$ cat src/rtl/pkt_frame_ctrl.sv
// Packet framing sequencer: tracks STP/SDP framing on a byte/K stream and emits
// registered payload bytes, start/end markers, lengths, framing errors and statistics.
module pkt_frame_ctrl #(
  parameter int MAX_TLP_LEN = 4096,
  parameter int DLLP_LEN    = 6,
  parameter int LEN_W       = 13,
  parameter int CNT_W       = 16
) (
  input  logic             clk,
  input  logic             rst,
  input  logic             valid,
  input  logic [7:0]       data_in,
  input  logic             DK,
  input  logic             stat_clr,
  output logic             out_valid,
  output logic [7:0]       out_data,
  output logic [1:0]       tlp_or_dllp_out,
  output logic             pkt_start,
  output logic             pkt_end,
  output logic             pkt_good,
  output logic [LEN_W-1:0] pkt_len,
  output logic             err_framing,
  output logic             err_length,
  output logic [CNT_W-1:0] good_tlp_cnt,
  output logic [CNT_W-1:0] good_dllp_cnt,
  output logic [CNT_W-1:0] err_cnt,
  output logic [1:0]       dbg_state_o
);

  // Handshake: valid qualifies data_in/DK for one cycle; there is no ready,
  // the block accepts every valid symbol and holds all state when valid=0.

  localparam logic [7:0] K_STP = 8'hFB;
  localparam logic [7:0] K_SDP = 8'h5C;
  localparam logic [7:0] K_END = 8'hFD;
  localparam logic [7:0] K_EDB = 8'hFE;
  localparam logic [7:0] K_PAD = 8'hF7;

  localparam logic [LEN_W-1:0] TLP_MAX  = LEN_W'(MAX_TLP_LEN);
  localparam logic [LEN_W-1:0] DLLP_EXP = LEN_W'(DLLP_LEN);

  typedef enum logic [1:0] {
    IDLE    = 2'd0,
    IN_TLP  = 2'd1,
    IN_DLLP = 2'd2,
    DISCARD = 2'd3
  } state_t;

  state_t           state_q, state_d;
  logic [LEN_W-1:0] cnt_q, cnt_d;
  logic             out_valid_q, out_valid_d;
  logic [7:0]       out_data_q, out_data_d;
  logic [1:0]       kind_q, kind_d;
  logic             start_q, start_d;
  logic             end_q, end_d;
  logic             good_q, good_d;
  logic [LEN_W-1:0] len_q, len_d;
  logic             errf_q, errf_d;
  logic             errl_q, errl_d;
  logic [CNT_W-1:0] tlp_cnt_q, tlp_cnt_d;
  logic [CNT_W-1:0] dllp_cnt_q, dllp_cnt_d;
  logic [CNT_W-1:0] err_cnt_q, err_cnt_d;

  logic             in_pkt;
  logic [LEN_W-1:0] limit;

  function automatic logic [1:0] kind_of(state_t s);
    case (s)
      IN_TLP:  kind_of = 2'b01;
      IN_DLLP: kind_of = 2'b10;
      default: kind_of = 2'b00;
    endcase
  endfunction

  function automatic logic [CNT_W-1:0] sat_inc(logic [CNT_W-1:0] c, logic en);
    sat_inc = (en && (c != {CNT_W{1'b1}})) ? c + CNT_W'(1) : c;
  endfunction

  assign in_pkt = (state_q == IN_TLP) || (state_q == IN_DLLP);
  assign limit  = (state_q == IN_TLP) ? TLP_MAX : DLLP_EXP;

  always_comb begin
    state_d     = state_q;
    cnt_d       = cnt_q;
    out_valid_d = 1'b0;
    out_data_d  = 8'h00;
    start_d     = 1'b0;
    end_d       = 1'b0;
    good_d      = 1'b0;
    len_d       = '0;
    errf_d      = 1'b0;
    errl_d      = 1'b0;

    if (valid) begin
      if (!DK) begin
        if (in_pkt) begin
          if (cnt_q == limit) begin
            end_d   = 1'b1;
            len_d   = cnt_q;
            errl_d  = 1'b1;
            state_d = DISCARD;
          end else begin
            out_valid_d = 1'b1;
            out_data_d  = data_in;
            cnt_d       = cnt_q + LEN_W'(1);
          end
        end
      end else begin
        case (data_in)
          K_STP, K_SDP: begin
            // A start inside an open packet aborts it and opens the new one at once.
            if (in_pkt) begin
              end_d  = 1'b1;
              len_d  = cnt_q;
              errf_d = 1'b1;
            end
            start_d = 1'b1;
            cnt_d   = '0;
            state_d = (data_in == K_STP) ? IN_TLP : IN_DLLP;
          end
          K_END: begin
            if (state_q == IN_TLP) begin
              end_d  = 1'b1;
              good_d = 1'b1;
              len_d  = cnt_q;
            end else if (state_q == IN_DLLP) begin
              end_d  = 1'b1;
              good_d = (cnt_q == DLLP_EXP);
              errl_d = (cnt_q != DLLP_EXP);
              len_d  = cnt_q;
            end else if (state_q == IDLE) begin
              errf_d = 1'b1;
            end
            state_d = IDLE;
          end
          K_EDB: begin
            if (in_pkt) begin
              end_d  = 1'b1;
              len_d  = cnt_q;
              errf_d = (state_q == IN_DLLP);
            end else if (state_q == IDLE) begin
              errf_d = 1'b1;
            end
            state_d = IDLE;
          end
          K_PAD: begin
          end
          default: begin
            if (in_pkt) begin
              end_d   = 1'b1;
              len_d   = cnt_q;
              errf_d  = 1'b1;
              state_d = DISCARD;
            end
          end
        endcase
      end
    end

    // On a plain close the kind output still names the packet being closed.
    kind_d = kind_of(state_d);
    if (end_d && !start_d) kind_d = kind_of(state_q);

    tlp_cnt_d  = sat_inc(tlp_cnt_q, end_d && good_d && (state_q == IN_TLP));
    dllp_cnt_d = sat_inc(dllp_cnt_q, end_d && good_d && (state_q == IN_DLLP));
    err_cnt_d  = sat_inc(err_cnt_q, errf_d || errl_d);
    if (stat_clr) begin
      tlp_cnt_d  = '0;
      dllp_cnt_d = '0;
      err_cnt_d  = '0;
    end
  end

  always_ff @(posedge clk) begin
    if (rst) begin
      state_q     <= IDLE;
      cnt_q       <= '0;
      out_valid_q <= 1'b0;
      out_data_q  <= 8'h00;
      kind_q      <= 2'b00;
      start_q     <= 1'b0;
      end_q       <= 1'b0;
      good_q      <= 1'b0;
      len_q       <= '0;
      errf_q      <= 1'b0;
      errl_q      <= 1'b0;
      tlp_cnt_q   <= '0;
      dllp_cnt_q  <= '0;
      err_cnt_q   <= '0;
    end else begin
      state_q     <= state_d;
      cnt_q       <= cnt_d;
      out_valid_q <= out_valid_d;
      out_data_q  <= out_data_d;
      kind_q      <= kind_d;
      start_q     <= start_d;
      end_q       <= end_d;
      good_q      <= good_d;
      len_q       <= len_d;
      errf_q      <= errf_d;
      errl_q      <= errl_d;
      tlp_cnt_q   <= tlp_cnt_d;
      dllp_cnt_q  <= dllp_cnt_d;
      err_cnt_q   <= err_cnt_d;
    end
  end

  assign out_valid       = out_valid_q;
  assign out_data        = out_data_q;
  assign tlp_or_dllp_out = kind_q;
  assign pkt_start       = start_q;
  assign pkt_end         = end_q;
  assign pkt_good        = good_q;
  assign pkt_len         = len_q;
  assign err_framing     = errf_q;
  assign err_length      = errl_q;
  assign good_tlp_cnt    = tlp_cnt_q;
  assign good_dllp_cnt   = dllp_cnt_q;
  assign err_cnt         = err_cnt_q;
  assign dbg_state_o     = state_q;

endmodule

$ cat config.mk
export PLATFORM = sky130hd
export DESIGN_NAME = pkt_frame_ctrl
export DESIGN_NICKNAME = d
export VERILOG_FILES = /design/src/rtl/pkt_frame_ctrl.sv
export SDC_FILE = /design/constraint.sdc
export NUM_CORES = 1
export LEC_CHECK = 0
export ABC_AREA = 1
export CORE_MARGIN = 2
export CORE_UTILIZATION = 40
export CTS_CLUSTER_SIZE = 12
export DETAILED_ROUTE_END_ITERATION = 6
export GPL_TIMING_DRIVEN = 0
export PLACE_DENSITY = 0.73
export SYNTH_ARGS = -nofsm -noshare
export SYNTH_HDL_FRONTEND = slang
export SYNTH_SLANG_ARGS = --single-unit
$ cat constraint.sdc
create_clock -name clk -period 2.5 [get_ports clk]
set_input_delay 0.625 -clock clk [delete_from_list [all_inputs] [get_ports clk]]
set_output_delay 0.625 -clock clk [all_outputs]
set_load 0.03 [all_outputs]
# ---- Yosys cells after proc, flatten, opt, wreduce, memory -nomap -nowiden
# Index checks and enable logic that the tools add are counted.
dict set report op_classes {
  n_addsub 4
  n_eq_ne 17
  mux 51
  bitwise 2
  n_reduce_logical 19
}
# cell n
set op_table {}
lappend op_table {{2-to-1 mux 13 bit} 11}
lappend op_table {{adder 16 x 1 -> 16 bit, second input constant} 3}
lappend op_table {{inequality test 16 bit, second input constant} 3}
lappend op_table {{== test 8 bit, second input constant} 4}
lappend op_table {{2-to-1 mux 1 bit} 27}
lappend op_table {{case mux 13 bit (2 select lines)} 1}
lappend op_table {{2-to-1 mux 2 bit} 7}
lappend op_table {{adder 13 x 1 -> 13 bit, second input constant} 1}
lappend op_table {{== test 13 bit} 1}
lappend op_table {{== test 13 x 3 -> 1 bit, second input constant} 1}
lappend op_table {{inequality test 13 x 3 -> 1 bit, second input constant} 1}
lappend op_table {{== test 8 x 7 -> 1 bit, second input constant} 1}
lappend op_table {{case mux 2 bit (2 select lines)} 2}
lappend op_table {{OR reduction 2 bit} 4}
lappend op_table {{logical AND 1 bit} 7}
lappend op_table {{case mux 2 bit (3 select lines)} 1}
lappend op_table {{OR reduction 5 bit} 1}
lappend op_table {{== test 2 x 1 -> 1 bit, second input constant} 2}
lappend op_table {{== test 2 bit, second input constant} 2}
lappend op_table {{AND reduction 4 bit} 1}
lappend op_table {{OR reduction 4 bit} 1}
lappend op_table {{case mux 1 bit (3 select lines)} 1}
lappend op_table {{zero test 2 bit} 1}
lappend op_table {{logical OR 1 bit} 2}
lappend op_table {{6 further kinds} 7}
dict set report word_totals {
  register_bits 92
  in_bits 13
  out_inout_bits 79
  wordCells 107
}

# ---- Logic depth before layout (Yosys ltp)
# Gate-level depths: netlist of the first run.
dict set report depth {
  depth_word 10
  ltp_mapped 16
  ltp_nobuf 16
}

# ---- Least setup slack after synthesis of the first run
# Ideal clock, no wire load.
dict set report synth_timing {
  path_kind {register -> register}
  startpoint {register state_q[1], in the netlist dbg_state_o[1]}
  endpoint {register dllp_cnt_q[10], in the netlist good_dllp_cnt[10]}
  setup_ns 0.132
  arrival_time_ns 1.983
  required_time_ns 2.368
  path_slack_ns 0.385
  path_stages_with_launch 14
  path_buffers 1
  synth_period_minus_slack_ns 2.115
  cell_sequence {dfxtp_1 inv_1 ha_1 nor2_1 nor2_1 nor2_1 nand3_2 nand2_4 nand3_4 nor2_8 nand3_2 buf_6 nand2_1 a21oi_1}
}
dict set report synth_via {
  elab_chain_len 10
  word_cells_on_any_way 21
  classes_between {eq/ne: 3; mux: 14; reduce/logical: 4}
}
# item line_no
set synth_lines {}
lappend synth_lines {{from (decl)} 49} ;# state_t state_q, state_d;
lappend synth_lines {{from (signal assigned)} 191} ;# state_q <= state_d;
lappend synth_lines {{== test 2 x 1 -> 1 bit} {79, 80, 122}}
lappend synth_lines {{2-to-1 mux 13 bit} 80} ;# assign limit = (state_q == IN_TLP) ? TLP_MAX : DLLP_EXP;
lappend synth_lines {{== test 13 bit} 97} ;# if (cnt_q == limit) begin
lappend synth_lines {{2-to-1 mux 1 bit} 97}
lappend synth_lines {{2-to-1 mux 1 bit} 96} ;# if (in_pkt) begin
lappend synth_lines {{2-to-1 mux 1 bit} 95} ;# if (!DK) begin
lappend synth_lines {{2-to-1 mux 1 bit} 94} ;# if (valid) begin
lappend synth_lines {{logical AND 1 bit} 165} ;# dllp_cnt_d = sat_inc(dllp_cnt_q, end_d && good_d && (state_q == IN_DLLP));
lappend synth_lines {{logical AND 1 bit *} 165}
lappend synth_lines {{logical AND 1 bit *} 76} ;# sat_inc = (en && (c != {CNT_W{1'b1}})) ? c + CNT_W'(1) : c;
lappend synth_lines {{to (signal assigned)} 203} ;# dllp_cnt_q <= dllp_cnt_d;
lappend synth_lines {{to (decl)} 61} ;# logic [CNT_W-1:0] dllp_cnt_q, dllp_cnt_d;
# Mark *: on every way between the ends. The rest lies on a longest branch, timed or not.
# A chain may end at the register's enable or synchronous reset.

# ---- Worst setup path in the final report of the first run
dict set report layout_timing {
  startpoint {input port data_in[3]}
  endpoint {register dllp_cnt_q[2], in the netlist good_dllp_cnt[2]}
}
dict set report layout_via {
  elab_chain_len 7
  word_cells_on_any_way 11
  classes_between {eq/ne: 2; mux: 6; reduce/logical: 3}
}
# item line_no
set layout_lines {}
lappend layout_lines {{from (decl)} 12} ;# input logic [7:0] data_in,
lappend layout_lines {{== test 8 bit} 109} ;# case (data_in)
lappend layout_lines {{case mux 1 bit (2 select lines) or 2-to-1 mux 1 bit (tied branches)} 109}
lappend layout_lines {{2-to-1 mux 1 bit} 95}
lappend layout_lines {{2-to-1 mux 1 bit} 94}
lappend layout_lines {{logical AND 1 bit * (2 in a row)} 165}
lappend layout_lines {{logical AND 1 bit *} 76}
# Marked as above.

==> results of run 1 <==
state kept, by name, indices dropped and copies added (netlist names), 2 cells and up:
signal / count
dbg_state_o: 2
good_dllp_cnt: 16
pkt_len: 13
out_data: 8
err_cnt: 16
good_tlp_cnt: 16
cnt_q: 13
tlp_or_dllp_out: 2
kinds of logic (layout without fill, tap and decap cells):
logic type | count (synthesis) | count (layout)
xor+xnor | 32 | 32
flops | 92 | 92
buf+inv | 108 | 215
fa+ha+maj | 9 | 9
compound gates | 69 | 69
simple gates | 399 | 399
cells in the mapped netlist:
library cell and n:
sky130_fd_sc_hd__inv_2 1, sky130_fd_sc_hd__a211oi_1 1, sky130_fd_sc_hd__a21oi_1 50, sky130_fd_sc_hd__nand3_2 4
sky130_fd_sc_hd__nor3b_4 1, sky130_fd_sc_hd__nor2_8 2, sky130_fd_sc_hd__inv_1 86, sky130_fd_sc_hd__buf_8 1
sky130_fd_sc_hd__nand3b_1 3, sky130_fd_sc_hd__nor2_2 1, sky130_fd_sc_hd__nand2_2 4, sky130_fd_sc_hd__nor3_2 2
sky130_fd_sc_hd__nand2_1 149, sky130_fd_sc_hd__nand3_4 1, sky130_fd_sc_hd__nand2_4 3, sky130_fd_sc_hd__nor3_1 26
sky130_fd_sc_hd__nor2_1 108, sky130_fd_sc_hd__nand3_1 51, sky130_fd_sc_hd__o21ai_0 13, sky130_fd_sc_hd__and3_1 2
sky130_fd_sc_hd__ha_1 9, sky130_fd_sc_hd__dfxtp_1 92, sky130_fd_sc_hd__o211ai_1 2, sky130_fd_sc_hd__nor4_1 4
sky130_fd_sc_hd__xnor2_1 7, sky130_fd_sc_hd__xor2_1 25, sky130_fd_sc_hd__nand4_1 36, sky130_fd_sc_hd__nand4_2 2
sky130_fd_sc_hd__o21ai_1 3, sky130_fd_sc_hd__buf_2 9, sky130_fd_sc_hd__clkbuf_1 7, sky130_fd_sc_hd__buf_6 4
layout make-up:
cell class                 count  area (µm²)
multi-input combinational    509        2620
fill                        1194        5680
inverter                      87         327
buffer                        21         131
clock inverter                 4        73.8
tap                          147         184
sequential                    92        1840
timing repair buffer          92         918
clock buffer                  11         233
critical path: cells and delay by family:
kind                   cells  cell delay, ps
AND/OR/NAND/NOR            7            1070
buffers and inverters      3             820
AO/OA/AOI/OAI              1              60
routing by layer:
layer  part of all wire (%)  track usage, %  wire [µm]  vias to the layer above
li1                       -               -          -                     2506
met1                     47            26.5       5810                     2175
met2                     46            30.7       5640                      138
met3                    5.3            4.38        657                       25
met4                    2.3            7.31        285                        0
met5                      0               0          0                        -
worst paths after layout:
check                                                     from                             end  slack (ps)  cells past startpoint
worst max-delay path                                data_in[3]   good_dllp_cnt[2]$_SDFFE_PP0P_         140                     11
worst min-delay path            good_dllp_cnt[13]$_SDFFE_PP0P_  good_dllp_cnt[13]$_SDFFE_PP0P_         500                      2
worst max register to register       dbg_state_o[1]$_SDFF_PP0_        err_cnt[14]$_SDFFE_PP0P_         280                     16
worst min register to register  good_dllp_cnt[13]$_SDFFE_PP0P_  good_dllp_cnt[13]$_SDFFE_PP0P_         500                      2
stage by stage:
| step | TNS, ps | instances | setup WS (ps) |
|---|---|---|---|
| final | 0 | 963 | 137 |
| after global routing | 0 | 963 | 4.30 |
| after global placement | -7980 | 947 | -221 |
| after floorplan | 0 | 709 | 385 |
| after CTS | 0 | 962 | 121 |
| after detailed placement | -8340 | 947 | -230 |
power by group through the flow:
stage	Clock, mW	Sequential (mW)	Combinational, mW
2_1_floorplan	0	1.53	0.120
3_3_place_gp	0	1.51	0.214
3_5_place_dp	0	1.51	0.215
4_1_cts	1.47	1.48	0.217
5_1_grt	1.53	1.48	0.243
6_report	1.44	1.48	0.220
repair_timing:
action / CTS / global route
setup buffers: 0 / 1
gates resized for setup: 0 / 3
endpoints found under the setup margin: 0 / 24
==> results.cfg, run 1 <==
[global_routing]
grt_usage_pct = 19.6
grt_start_max_net_pins = 15
antenna_found_initial = 0
grt_pass1_wl_um = 20700
grt_overflow_total = 0
vias_in_the_first_global_route = 4387

[synthesis]
synth-simple-area-share_pct = 37.9
synth_top_area_cell = sky130_fd_sc_hd__dfxtp_1
synth-compound-area-share_pct = 7.19
total_of_flip_flops_plus_latches_after_synthesis = 92
number_of_instances_in_the_synthesized_netlist = 709
synth_top_family_by_area = simple AND/OR/NAND/NOR gates
synth_fp_nets = 731
synth_largest_type_area_fraction_pct = 37.5
yosys_warnings = 0
post_synth_main_area_contributors = sky130_fd_sc_hd__dfxtp_1, sky130_fd_sc_hd__nand2_1, sky130_fd_sc_hd__nor2_1
post_synth_instance_area_um2 = 4910
synth-xor-area-share_pct = 5.71
synthAdderAreaFrac_pct = 2.29
ys_seq_area_share_pct = 37.5
postSynthAreaPerCell_um2 = 6.92
multiplexer_fraction_of_the_synthesized_cell_area_pct = 0
distinct_cell_type_count_after_synthesis = 32

[routing]
detailedRoute.firstIterationViolations = 332
route.final.wire_length_um = 12400
wirelength_per_cell_um = 12.9
route.detailed.drc = 0
vias_per_cell = 5.03
drt-pass1-iter-count = 5
route.vias.total = 4844
postRouteAntennaNets = 0

[layout]
final_layout_size_suffix_gt1_share_pct = 6.25
postLayoutCellArea_um2 = 6330
ant_diodes = 0
syn2layout_area_growth_pct = 28.9
post-route-util_pct = 52.7
finalNetCount = 834
layout.cells.most_common_list = sky130_fd_sc_hd__nand2_1, sky130_fd_sc_hd__nor2_1, sky130_fd_sc_hd__dfxtp_1
layout_commonest_cell = sky130_fd_sc_hd__nand2_1

[clock_tree]
clockBufferDepth = 2
clkSlewWorstSetupHoldPaths_ps = 60
cts_tree = done
cts.hold.buffers_added = 0
tritoncts.num_buffers = 9
htree_levels = 3
clk-insertion-delay-late_ps = 350
numClockSinks = 92
clock-root-buffer = sky130_fd_sc_hd__clkbuf_16

[setup_path]
timing.critical_path.cells = clkdlybuf4s50_1 > nand2_1 > nor3_2 > nand2_2 > inv_1 > nand4_1 > nor2_8 > nand3_2 > buf_6 > nand2_1 > a21oi_1
slowest_delay_ps = 540
critPathKind = input pin to register
critPathMaxFanout = 10
worstSetupStartpointType = input pin
worst_path_max_delay_cell = sky130_fd_sc_hd__clkdlybuf4s50_1
end_kind = register
required_time_of_the_critical_path_ps = 2700
critical_path_arrival_ps = 2560
worst_path_most_repeated_cell = sky130_fd_sc_hd__nand2_1

[timing]
layout_min_cycle_time_ps = 2360
maxClockFrequency_mhz = 423
relSlewSlack_pct = 63.2
skew_ps = 10.2
report.final.setup_viol = 0
final-max-slew-violation-count = 0
rsz0062_at_grt = no
tightest_hold_margin_ps = 498
final.period_utilization_pct = 94.5
tightest_slew_ps = 547
hold_violations = 0

[floorplan]
boundaryPins = 92
fp.dieArea_um2 = 13200
core_rows = 40
core_area_um2 = 12000
die_h_um = 115
die-width_um = 115
initial_core_utilization_pct = 40.9

[min_path]
worstHoldPathType = register to register

[placed_design]
dpl.hpwl_um = 9250
place.gp.congestion = 0.906
post_dp_cell_area_um2 = 6000
place.port_buffers = 91

[power]
p_seq_share_pct = 47.2
netSwitchingFraction_pct = 22.9
switching_power_mw = 0.718
pwr_density_cell_nw_per_um2 = 496
vdd.ir_drop.worst_v = 0.000297
finalPower_mw = 3.14
share_clk_of_total_power_pct = 45.8
comb_power_share_pct = 7.0
power_report.internal_total_mw = 2.42
leakagePower_nw = 2.44

[status]
status = complete, no violations

[job]
cap_violations = 0
No activity file was read; power rests on OpenSTA's default activity.
==> run 2, diff against run 1 <==
- CAP_MARGIN: unset -> 40
==> results of run 2 <==
Final layout, timing and power as in run 1 (identical DEF).
